`config.mk`:
```
export PLATFORM = sky130hd
export DESIGN_NAME = mem_arbiter
export DESIGN_NICKNAME = d
export VERILOG_FILES = /design/src/rtl/mem_arbiter_pkg.sv /design/src/rtl/mem_arbiter_timer.sv /design/src/rtl/mem_arbiter.sv
export SDC_FILE = /design/constraint.sdc
export NUM_CORES = 1
export LEC_CHECK = 0
export ABC_AREA = 1
export CAP_MARGIN = 20
export CORE_AREA = 2 2 103 105
export DETAILED_ROUTE_END_ITERATION = 10
export DIE_AREA = 0 0 105 107
export DONT_BUFFER_PORTS = 1
export PLACE_DENSITY = 0.63
export SLEW_MARGIN = 20
export SYNTH_ARGS = -nofsm -noshare
export SYNTH_HDL_FRONTEND = slang
export SYNTH_SLANG_ARGS = --single-unit
```
`constraint.sdc`:
```
create_clock -name clk -period 3.05 [get_ports clk]
set_input_delay 0.61 -clock clk [delete_from_list [all_inputs] [get_ports clk]]
set_output_delay 0.61 -clock clk [all_outputs]
set_load 0.005 [all_outputs]
```
`src/rtl/mem_arbiter_pkg.sv`:
```
// rtl/mem_arbiter_pkg.sv - shared types and constants for the two-port memory arbiter
package mem_arbiter_pkg;

    // Arbiter FSM encoding. These three states are the complete state space.
    typedef enum logic [1:0] {
        ST_IDLE  = 2'd0,
        ST_GNT_I = 2'd1,
        ST_GNT_D = 2'd2
    } arb_state_t;

    // Requester identity, used to remember which port was granted last.
    typedef enum logic {
        PORT_I = 1'b0,
        PORT_D = 1'b1
    } port_id_t;

    // Default number of grant cycles allowed before an unacknowledged access is aborted.
    localparam int DEFAULT_TIMEOUT = 15;

    // Width of the wait counter: enough to reach TIMEOUT-1, never narrower than 4 bits.
    function automatic int timer_width(input int limit);
        int w;
        w = $clog2(limit);
        return (w > 4) ? w : 4;
    endfunction

endpackage

```
`src/rtl/mem_arbiter_timer.sv`:
```
// rtl/mem_arbiter_timer.sv - grant wait counter with terminal-count flag
//
// Ports:
//   clk, rst : clock, asynchronous active-high reset
//   clr      : synchronous clear (held while the arbiter is idle, so every grant starts at 0)
//   en       : count one waiting cycle
//   tc       : high while the current cycle is the LIMIT-th waiting cycle of the grant
module arb_timer
    import mem_arbiter_pkg::*;
#(
    parameter int LIMIT = DEFAULT_TIMEOUT,
    parameter int CNT_W = timer_width(DEFAULT_TIMEOUT)
) (
    input  logic clk,
    input  logic rst,
    input  logic clr,
    input  logic en,
    output logic tc
);

    logic [CNT_W-1:0] count;

    // Cycle 1 of a grant sees count=0, so count==LIMIT-1 marks the LIMIT-th cycle.
    assign tc = (count == CNT_W'(LIMIT - 1));

    always_ff @(posedge clk or posedge rst) begin
        if (rst) begin
            count <= '0;
        end else if (clr) begin
            count <= '0;
        end else if (en && !tc) begin
            count <= count + CNT_W'(1);
        end
    end

endmodule

```
`src/rtl/mem_arbiter.sv`:
```
// rtl/mem_arbiter.sv - two-port (instruction/data) arbiter onto a single acked slave
//
// Ports:
//   clk, rst                       : clock, asynchronous active-high reset
//   i_req, i_addr                  : instruction read request and address
//   i_rdata, i_stall               : instruction read data, hold request while high
//   d_req, d_we, d_addr, d_wdata   : data request, write enable, address, write data
//   d_rdata, d_stall               : data read data, hold request while high
//   s_cs, s_we, s_addr, s_wdata    : slave select, write enable, address, write data
//   s_rdata, s_ack                 : slave read data, completion strobe
//   err                            : one-cycle pulse when a grant is aborted by timeout
module mem_arbiter
    import mem_arbiter_pkg::*;
#(
    parameter int ADDR_WIDTH = 32,
    parameter int TIMEOUT    = DEFAULT_TIMEOUT
) (
    input  logic                  clk,
    input  logic                  rst,

    input  logic                  i_req,
    input  logic [ADDR_WIDTH-1:0] i_addr,
    output logic [31:0]           i_rdata,
    output logic                  i_stall,

    input  logic                  d_req,
    input  logic                  d_we,
    input  logic [ADDR_WIDTH-1:0] d_addr,
    input  logic [31:0]           d_wdata,
    output logic [31:0]           d_rdata,
    output logic                  d_stall,

    output logic                  s_cs,
    output logic                  s_we,
    output logic [ADDR_WIDTH-1:0] s_addr,
    output logic [31:0]           s_wdata,
    input  logic [31:0]           s_rdata,
    input  logic                  s_ack,

    output logic                  err
);

    localparam int CNT_W = timer_width(TIMEOUT);

    arb_state_t  state;
    port_id_t    last_gnt;
    logic [31:0] i_rdata_q;
    logic [31:0] d_rdata_q;

    logic gnt_i;
    logic gnt_d;
    logic ack_i;
    logic ack_d;
    logic tmo_i;
    logic tmo_d;
    logic tc;

    assign gnt_i = (state == ST_GNT_I);
    assign gnt_d = (state == ST_GNT_D);

    // An ack only completes a transfer while the granted port still requests;
    // a port that has dropped its request is being aborted instead.
    assign ack_i = gnt_i & i_req & s_ack;
    assign ack_d = gnt_d & d_req & s_ack;

    // Timeout fires in the last allowed waiting cycle; an ack in that cycle wins.
    assign tmo_i = gnt_i & i_req & ~s_ack & tc;
    assign tmo_d = gnt_d & d_req & ~s_ack & tc;

    assign err = tmo_i | tmo_d;

    // Stall is released on completion and on timeout so the requester never waits forever.
    assign i_stall = i_req & ~(ack_i | tmo_i);
    assign d_stall = d_req & ~(ack_d | tmo_d);

    // Read data is forwarded straight through on the ack cycle, held thereafter.
    assign i_rdata = ack_i ? s_rdata : i_rdata_q;
    assign d_rdata = ack_d ? s_rdata : d_rdata_q;

    // Every grant is preceded by at least one IDLE cycle, so clearing while idle
    // guarantees the counter starts from zero on grant entry.
    arb_timer #(
        .LIMIT (TIMEOUT),
        .CNT_W (CNT_W)
    ) u_timer (
        .clk (clk),
        .rst (rst),
        .clr (state == ST_IDLE),
        .en  (((gnt_i & i_req) | (gnt_d & d_req)) & ~s_ack),
        .tc  (tc)
    );

    // Slave-side mux. Address and write data follow the granted port's live inputs,
    // so an address change mid-grant reaches the slave immediately.
    always_comb begin
        s_cs    = 1'b0;
        s_we    = 1'b0;
        s_addr  = '0;
        s_wdata = '0;
        case (state)
            ST_GNT_I: begin
                s_cs   = 1'b1;
                s_addr = i_addr;
            end
            ST_GNT_D: begin
                s_cs    = 1'b1;
                s_we    = d_we;
                s_addr  = d_addr;
                s_wdata = d_wdata;
            end
            default: ;
        endcase
    end

    always_ff @(posedge clk or posedge rst) begin
        if (rst) begin
            state     <= ST_IDLE;
            last_gnt  <= PORT_I;
            i_rdata_q <= '0;
            d_rdata_q <= '0;
        end else begin
            case (state)
                ST_IDLE: begin
                    // Under contention grant whichever port was not served last;
                    // s_ack is not looked at here, so a stray ack while idle is harmless.
                    if (d_req && (!i_req || last_gnt == PORT_I)) begin
                        state    <= ST_GNT_D;
                        last_gnt <= PORT_D;
                    end else if (i_req) begin
                        state    <= ST_GNT_I;
                        last_gnt <= PORT_I;
                    end
                end
                ST_GNT_I: begin
                    if (!i_req) begin
                        state <= ST_IDLE;
                    end else if (s_ack) begin
                        i_rdata_q <= s_rdata;
                        state     <= ST_IDLE;
                    end else if (tc) begin
                        state <= ST_IDLE;
                    end
                end
                ST_GNT_D: begin
                    if (!d_req) begin
                        state <= ST_IDLE;
                    end else if (s_ack) begin
                        d_rdata_q <= s_rdata;
                        state     <= ST_IDLE;
                    end else if (tc) begin
                        state <= ST_IDLE;
                    end
                end
                default: state <= ST_IDLE;
            endcase
        end
    end

endmodule

```
==> results, run 1 <==
- The flow ran to the end, and the final reports show no timing, DRC or antenna violations.
- The number of unique standard cell types used by synthesis is 26.
- The core outline area is 0.0101 mm2.
- The worst setup path is launched from a flop.
- Measured along the y axis, the die boundary spans 107 um.
- The floorplan step defined a die boundary enclosing 0.0112 mm2.
- The fraction of layout instances using a drive strength above 1 is 20.0%.
- The total overflow left after global routing is 0.
- Sorting the synthesized cells by area gives the leading types as sky130_fd_sc_hd__dfrtp_1, sky130_fd_sc_hd__nand2_1, sky130_fd_sc_hd__o21ai_2.
- The critical path goes through inv_1 -> ha_2 -> buf_4 -> nand2_1 -> a21oi_1.
- Once the clock tree was built, the resizer swapped 0 gates to a different size.
- The total area of multi-input combinational cells is 0.00209 mm2.
- The worst endpoint data arrival time is 2.10 ns.
- In this run the horizontal extent of the chip is 105 um.
- The critical path class is reg -> out.
- The worst setup path is captured at an output port.
- The initial standard-cell utilization of the core is 43.7%.
- The number of clock buffers added by TritonCTS is 9.
- The number of nets in the synthesized netlist is 700.
- On the critical path, the stage with the largest delay is an instance of sky130_fd_sc_hd__buf_4.
- After synthesis, the mean cell area works out to 7.88 um2.
- In this run the worst path has a maximum fanout of 65.
- The pre-antenna-repair detailed-routing pass consisted of 5 iterations.
- The most used flip-flop cell after synthesis is sky130_fd_sc_hd__dfrtp_1.
- After synthesis, the share of flip-flops with an asynchronous set or reset is 100%.
- Entering global routing, the biggest net connects 66 pins.
- The count of final max-slew check failures is 0.
- The leakage power of the design is 2.38 nW.
- Sequential elements use 40.3% of the synthesized area.
- The post-placement cell count is 671.
- The maximum buffer depth of the clock tree is 2.
- The aggregate negative setup slack is 0 ns.
- The congestion estimate from routability-driven global placement came to 1.03.
- The number of hold-repair buffers added at the cts stage is 0.
- The number of nets at the end of the flow is 686.
- After technology mapping, the gate count stands at 560.
- STA puts the critical path data required time at 2.44 ns.
- The residual antenna-violating net count after detailed routing is 0.
- Fill cells in the final layout number 1,026.
- The first global-routing pass estimated 19,000 um of wire.
- The synthesized design spends more area on one cell type than any other, namely sky130_fd_sc_hd__dfrtp_1.
- The global-route total usage across every layer is 22.6%.
- The number of buffer cells added on primary ports is 0.
- The synthesized design contains 0 enable-type register cells.
- For this run, the slowest stage of the critical path takes 0.50 ns.
- Setup repair after global routing left no endpoint under its margin.
- Across all hold checks on the routed design, the worst slack comes to 0.323 ns.
- The final period demand of the worst path is 2.71 ns.
- The number of setup violations in the final report is 0.
- The total wire length after detailed routing is 13,100 um.
- Once detailed placement completed, the half-perimeter wirelength came to 10,500 um.
- The root buffer cell chosen for the clock tree is sky130_fd_sc_hd__clkbuf_8.
- The initialized floorplan defines 37 standard-cell rows.
- CTS saw 71 sinks.
- The routed via count divided by cell count is 5.36.
- In this run the power density over the cells is 993 mW/mm2.
- The growth of design area from synthesis to finish is 6.67%.
- Between clock sinks in the finished design, the worst skew comes to 0.00784 ns.
- The path class of the tightest hold or removal check is in -> async.
- The total count of hold-check failures in the final report came to 0.
- The final cell utilization of the core is 46.6%.
- The synthesized design contains 71 register bits.
- The achievable frequency is 369 MHz.
- The I/O pin total is 267.
- The setup fix buffers added after clock tree synthesis is 0.
- TritonCTS built the clock tree.
- The storage element area is 0.00178 mm2.
- The most used standard cell by instance count after synthesis is sky130_fd_sc_hd__nand2_1.
- The worst voltage drop across the vdd grid is 0.539 mV.
- The final critical path takes up 88.9% of the cycle.
- By count the netlist is led by sky130_fd_sc_hd__nand2_1, sky130_fd_sc_hd__inv_1, sky130_fd_sc_hd__dfrtp_1.
- In this run the cell area of the synthesized design comes to 0.00441 mm2.
- The maximum level of the CTS H-tree is 3.
- Across the run, the number of max-cap violations was 0.
- After clock tree synthesis, the clock-pin slew on the worst setup and hold paths is 0.08 ns.
- The initial antenna violation count is 2.
- The detailed-route DRC error count is 0.
- Dividing the detail-routed wire length by the instance count gives 19.0 um.
- The via count of the first global-routing pass is 3,374.
- The top cell type by area accounts for 40.3% of the synthesized area.
- Counting cells, the worst reg-to-reg path comes to 8.
- The clock latency reported for the late side of the worst-skew pair is 0.34 ns.
- The number of synthesis warnings is 0.
- The routed layout has 3,695 vias.
- Leaving out filler cells and counting taps, the final layout contains 690.
- The headroom to the max-slew limit is 41.4%.
- For the pin with the worst max-slew slack, the measured transition is 0.877 ns.
- In this run, the number of DRC markers left after iteration 0 of detailed routing was 451.
==> placed cells by master, fill, tap and decap left out, drive strengths merged <==
cell type  Yosys  layout
diode          0       3
inv           81      83
clkbuf        11      10
nand3          6       6
nor3           1       1
xor2           1       1
nor2           9       9
bufinv         0       3
dfrtp         71      71
buf           23       9
o21bai         1       1
nand2        184     184
clkinvlp       0       1
nand4          2       2
o21ai        129     129
a21oi         35      35
ha             6       6
==> logic make-up (layout without fill, tap and decap cells) <==
kind of cell | Yosys count | in the layout | share of synthesized area (%)
XOR/XNOR | 1 | 1 | 0.199
AO/OA/AOI/OAI | 165 | 165 | 23.1
other | 0 | 3 | 0
AND/OR/NAND/NOR | 202 | 202 | 22.2
buffers and inverters | 115 | 106 | 12.5
flip-flops | 71 | 71 | 40.3
adder cells (fa/ha/maj) | 6 | 6 | 1.70
==> power by group <==
| part | internal (W) | switching [W] | total [W] | leakage [nW] |
|---|---|---|---|---|
| clock | 0.000571 | 0.000360 | 0.000931 | 0.124 |
| sequential | 0.00136 | 0.000214 | 0.00157 | 0.893 |
| combinational | 0.000690 | 0.00148 | 0.00217 | 1.37 |
| total | 0.00262 | 0.00205 | 0.00467 | 2.38 |
==> routing by layer <==
layer / GRT usage [%] / wire length, um / vias up
met4: 13.6 / 694 / 0
li1: - / - / 1748
met3: 10.9 / 1550 / 45
met2: 33.7 / 5850 / 213
met5: 0 / 0 / -
met1: 26.4 / 5010 / 1689
==> flip-flops by register name (all words and copies together), names as in the netlist <==
| register | cells |
|---|---|
| i_rdata_q | 32 |
| last_gnt | 1 |
| state | 2 |
| d_rdata_q | 32 |
| u_timer.count | 4 |
==> path summary, 6_finish.rpt <==
check,from,to,slack (ns)
setup / recovery,state[0],s_addr[13],0.34
hold / removal,rst,i_rdata_q[18],0.32
setup reg to reg,state[1],i_rdata_q[6],1.36
hold reg to reg,i_rdata_q[31],i_rdata_q[31],0.47
max in group asynchronous,rst,i_rdata_q[4],1.90
min in group clk,s_rdata[1],d_rdata_q[1],0.46
==> area by class of cell <==
type	count	area share, %
Multi-Input combinational cell	374	44.3
Tap cell	136	3.62
Timing Repair Buffer	9	2.23
Antenna cell	3	0.160
Clock buffer	10	2.93
Inverter	81	6.52
Sequential cell	71	37.8
Clock inverter	6	2.45
==> critical path: cells and delay by family, from the launching register on <==
kind                       cells  cell delay [ns]
AOI/OAI and AO/OA              1             0.31
buffers and inverters          2             0.60
adders and majority gates      1             0.19
DFF                            1             0.41
and+or+nand+nor                1             0.23
==> metrics by stage <==
| step | total power [W] | worst slack, ns | cell area (um2) |
|---|---|---|---|
| final | 0.00467 | 0.339 | 4700 |
| after global routing | 0.00503 | 0.166 | 4700 |
| after CTS | 0.00471 | 0.340 | 4700 |
| after detailed placement | 0.00376 | 0.729 | 4440 |
| after global placement | 0.00370 | 0.773 | 4440 |
| after floorplan | 0.00333 | 0.643 | 4410 |
Power figures use the tool's default switching activity.
==> inputs of run 2 (changes only) <==
--- a/config.mk
+++ b/config.mk
@@ -12,6 +12,7 @@
 export DIE_AREA = 0 0 105 107
 export DONT_BUFFER_PORTS = 1
 export PLACE_DENSITY = 0.63
+export REMOVE_ABC_BUFFERS = 1
 export SLEW_MARGIN = 20
 export SYNTH_ARGS = -nofsm -noshare
 export SYNTH_HDL_FRONTEND = slang
==> run 2 against run 1 <==
Critical path depth is the same. Wire length is 3.0% lower. Die area stayed put. Critical path type unchanged. Global-route usage fell by 0.64 points. Sequential cell count is the same. Count of clock-buffer cells in the layout stayed put. Worst hold slack improved by 0.089 ns.
==> results, run 2 (synthesis gave the netlist of run 1 again) <==
- The run finished with clean final reports.
- The first detailed-routing pass ran for 5 iterations.
- Global routing consumed, on the met2 layer, 34.3% of the routing resources.
- After clock tree synthesis, the flow added hold-fix buffers numbering 0.
- The count of nets left with antenna violations once routing finished came out at 0.
- The maximum buffer depth of the clock tree is 2.
- The worst reg2reg path depth is 8.
- The pin count of the biggest net entering global routing is 72.
- The endpoint class of the critical path is an output port.
- The filler cells instantiated in the layout total 1,029.
- The number of nets at the end of the flow is 690.
- The TritonCTS clock tree is yes.
- The total count of hold-check failures in the final report is 0.
- Setup repair after global routing left no endpoint under its margin.
- The reg-to-reg endpoint is d_rdata_q[10].
- The largest registers in the layout are d_rdata_q (32), i_rdata_q (32), u_timer.count (4).
- The worst setup path is launched from a flop.
- The width of the die is 105 um.
- The path class of the tightest hold or removal check is in -> async.
- In the global route stage, met1 resource usage came out at 27.8%.
- In this run the register-to-register setup slack is 1.20 ns.
- The initial antenna violation count came to 1.
- The headroom to the max-slew limit is 40.4%.
- In this run, post-CTS repair resized a total of 0 instances.
- For the pin with the worst max-slew slack, the measured transition is 0.894 ns.
- The count of final max-slew check failures came to 0.
- The total wire length after detailed routing is 12,700 um.
- The floorplan die height is 107 um.
- On the final layout, the worst clock skew is 0.0100 ns.
- The initial standard-cell utilization of the core is 43.7%.
- The library cell appearing most often on the critical path is sky130_fd_sc_hd__inv_1.
- Clock-pin slew was measured on the worst setup and hold paths at 0.09 ns.
- In the final routed layout, each cell accounts on average for 18.4 um.
- In this run, CTS created clock tree buffers numbering 9.
- The analysis attributes to cell leakage a power of 2.37 nW.
- After layout, the worst setup slack is 0.105 ns.
- Routability-driven placement finished with a final weighted congestion of 0.931.
- The worst voltage drop across the vdd grid is 0.588 mV.
- The final cell utilization of the core is 46.2%.
- The worst path in the final design needs a cycle of 2.94 ns, including I/O delays and setup.
- The count of buffers added on input and output ports is 0.
- Tracing the worst setup path back leads to its startpoint at state[1].
- The most congested layer reported by global routing is met2.
- The cell type of the slowest stage on the worst timing path is sky130_fd_sc_hd__a21oi_1.
- The cell class contributing the biggest share of worst-path delay is buffers and inverters.
- After detailed routing, the number of remaining DRC violations is 0.
- The H-tree was split into 3 levels.
- Counting both buffers and inverters, the worst setup path holds a total of 3.
- The largest fanout on the critical path is 21.
- The top cell types in the final layout, fill and taps aside, are sky130_fd_sc_hd__nand2_1, sky130_fd_sc_hd__inv_1, sky130_fd_sc_hd__dfrtp_1.
- The setup fix buffers added after clock tree synthesis is 0.
- The number of setup violations in the final report is 0.
- Power spread over the standard cell area amounts to 979 mW/mm2.
- The placed wire-length estimate is 10,300 um.
- For this run, the slowest stage of the critical path takes 0.58 ns.
- The tree is rooted in a sky130_fd_sc_hd__clkbuf_8.
- The critical path class is reg -> out.
- In this run the worst setup path terminates at s_addr[26].
- At the placement stage, the worst setup path has a slack of 0.600 ns.
- The area growth from synthesis to layout is 5.67%.
- The number of maximum-capacitance constraint violations is 0.
- The core region is 0.0101 mm2.
- The fraction of layout instances using a drive strength above 1 is 20.4%.
- Summed over all layers, the global routing overflow is 0.
- The launch point of the worst reg-to-reg path is state[0].
- The total number of clock tree sinks is 71.
- The number of DRC markers in iteration 0 is 268.
- The via count of the first global-routing pass is 3,164.
- The required time reported for the critical path endpoint is 2.44 ns.
- The first global-routing pass estimated 18,600 um of wire.
- The library cell used most frequently in the layout, excluding fill and tap cells, is sky130_fd_sc_hd__nand2_1.
- The site row count is 37.
- The achievable frequency is 340 MHz.
- The met3 track demand over resource is 9.06%.
- The total vias in the final route is 3,608.
- The I/O pin total is 267.
- The final period utilization is 96.6%.
- The die covers 0.0112 mm2.
- The cell count along the critical path is 5.
- Global routing used 22.0% of the available tracks across all layers.
- The clock latency reported for the late side of the worst-skew pair is 0.34 ns.
- Dividing the detail-routed via count by the number of cells gives 5.21.
- The worst endpoint data arrival time is 2.33 ns.
- The critical path goes through inv_1 -> ha_1 -> inv_1 -> buf_4 -> a21oi_1.
- Final hold analysis gives a worst-case slack of 0.412 ns.
run 2: cell types whose count changed in the layout (fill, tap and decap cells not counted), moves of 2 or more:
cell                        delta
sky130_fd_sc_hd__bufinv_16     -2
sky130_fd_sc_hd__clkinv_4      +2
sky130_fd_sc_hd__diode_2       -2
sky130_fd_sc_hd__buf_4         +5
run 2: cell type report:
class	count	area, um2	area share (%)
Tap cell	136	170	3.65
Timing Repair Buffer	13	123	2.63
Clock buffer	10	128	2.74
Antenna cell	1	2.50	0.0537
Sequential cell	71	1780	38.1
Multi-Input combinational cell	374	2090	44.8
Clock inverter	6	68.8	1.48
Inverter	81	307	6.58
run 2: stage by stage:
stage                     instance area [um2]  total power [W]  cells  setup TNS, ns
after floorplan                          4170          0.00321    526          -8.29
after global placement                   4460          0.00375    675              0
after detailed placement                 4460          0.00383    675              0
after CTS                                4660          0.00460    691              0
after global routing                     4660          0.00491    692              0
final                                    4660          0.00456    692              0
run 2: worst min-delay path by stage:
stage                          to  slack, ns  depth (start not counted)
floorplan           d_rdata_q[11]       0.44                          2
global placement    d_rdata_q[18]       0.46                          2
detailed placement  i_rdata_q[31]       0.46                          2
CTS                  d_rdata_q[3]       0.44                          2
global route        i_rdata_q[24]       0.46                          2
finish              d_rdata_q[17]       0.41                          2
run 2: layer usage:
| metal | wire length [um] | vias to the layer above |
|---|---|---|
| met5 | 0 | - |
| met4 | 341 | 0 |
| met3 | 1250 | 18 |
| met2 | 5890 | 176 |
| met1 | 5230 | 1662 |
| li1 | - | 1752 |
run 2: where the power goes:
part	total (W)	internal, W	switching [W]
clock	0.000760	0.000383	0.000377
sequential	0.00157	0.00136	0.000210
combinational	0.00224	0.000715	0.00152
total	0.00456	0.00246	0.00211
run 2: worst register-to-register path: stages, from the launching register on:
cell                      delay [ns]
sky130_fd_sc_hd__dfrtp_1        0.40
sky130_fd_sc_hd__inv_1          0.09
sky130_fd_sc_hd__ha_2           0.19
sky130_fd_sc_hd__nand2_1        0.11
sky130_fd_sc_hd__nor2_2         0.05
sky130_fd_sc_hd__inv_2          0.39
sky130_fd_sc_hd__buf_4          0.34
sky130_fd_sc_hd__nand2_1        0.09
sky130_fd_sc_hd__o21ai_1        0.10
==> inputs of run 3 (changes only) <==
--- a/config.mk
+++ b/config.mk
@@ -6,6 +6,7 @@
 export NUM_CORES = 1
 export LEC_CHECK = 0
 export ABC_AREA = 1
+export ABC_CLOCK_PERIOD_IN_PS = 3050
 export CAP_MARGIN = 20
 export CORE_AREA = 2 2 103 105
 export DETAILED_ROUTE_END_ITERATION = 10
==> results of run 3 <==
The final DEF is identical to that of run 2; final timing and power are the same.
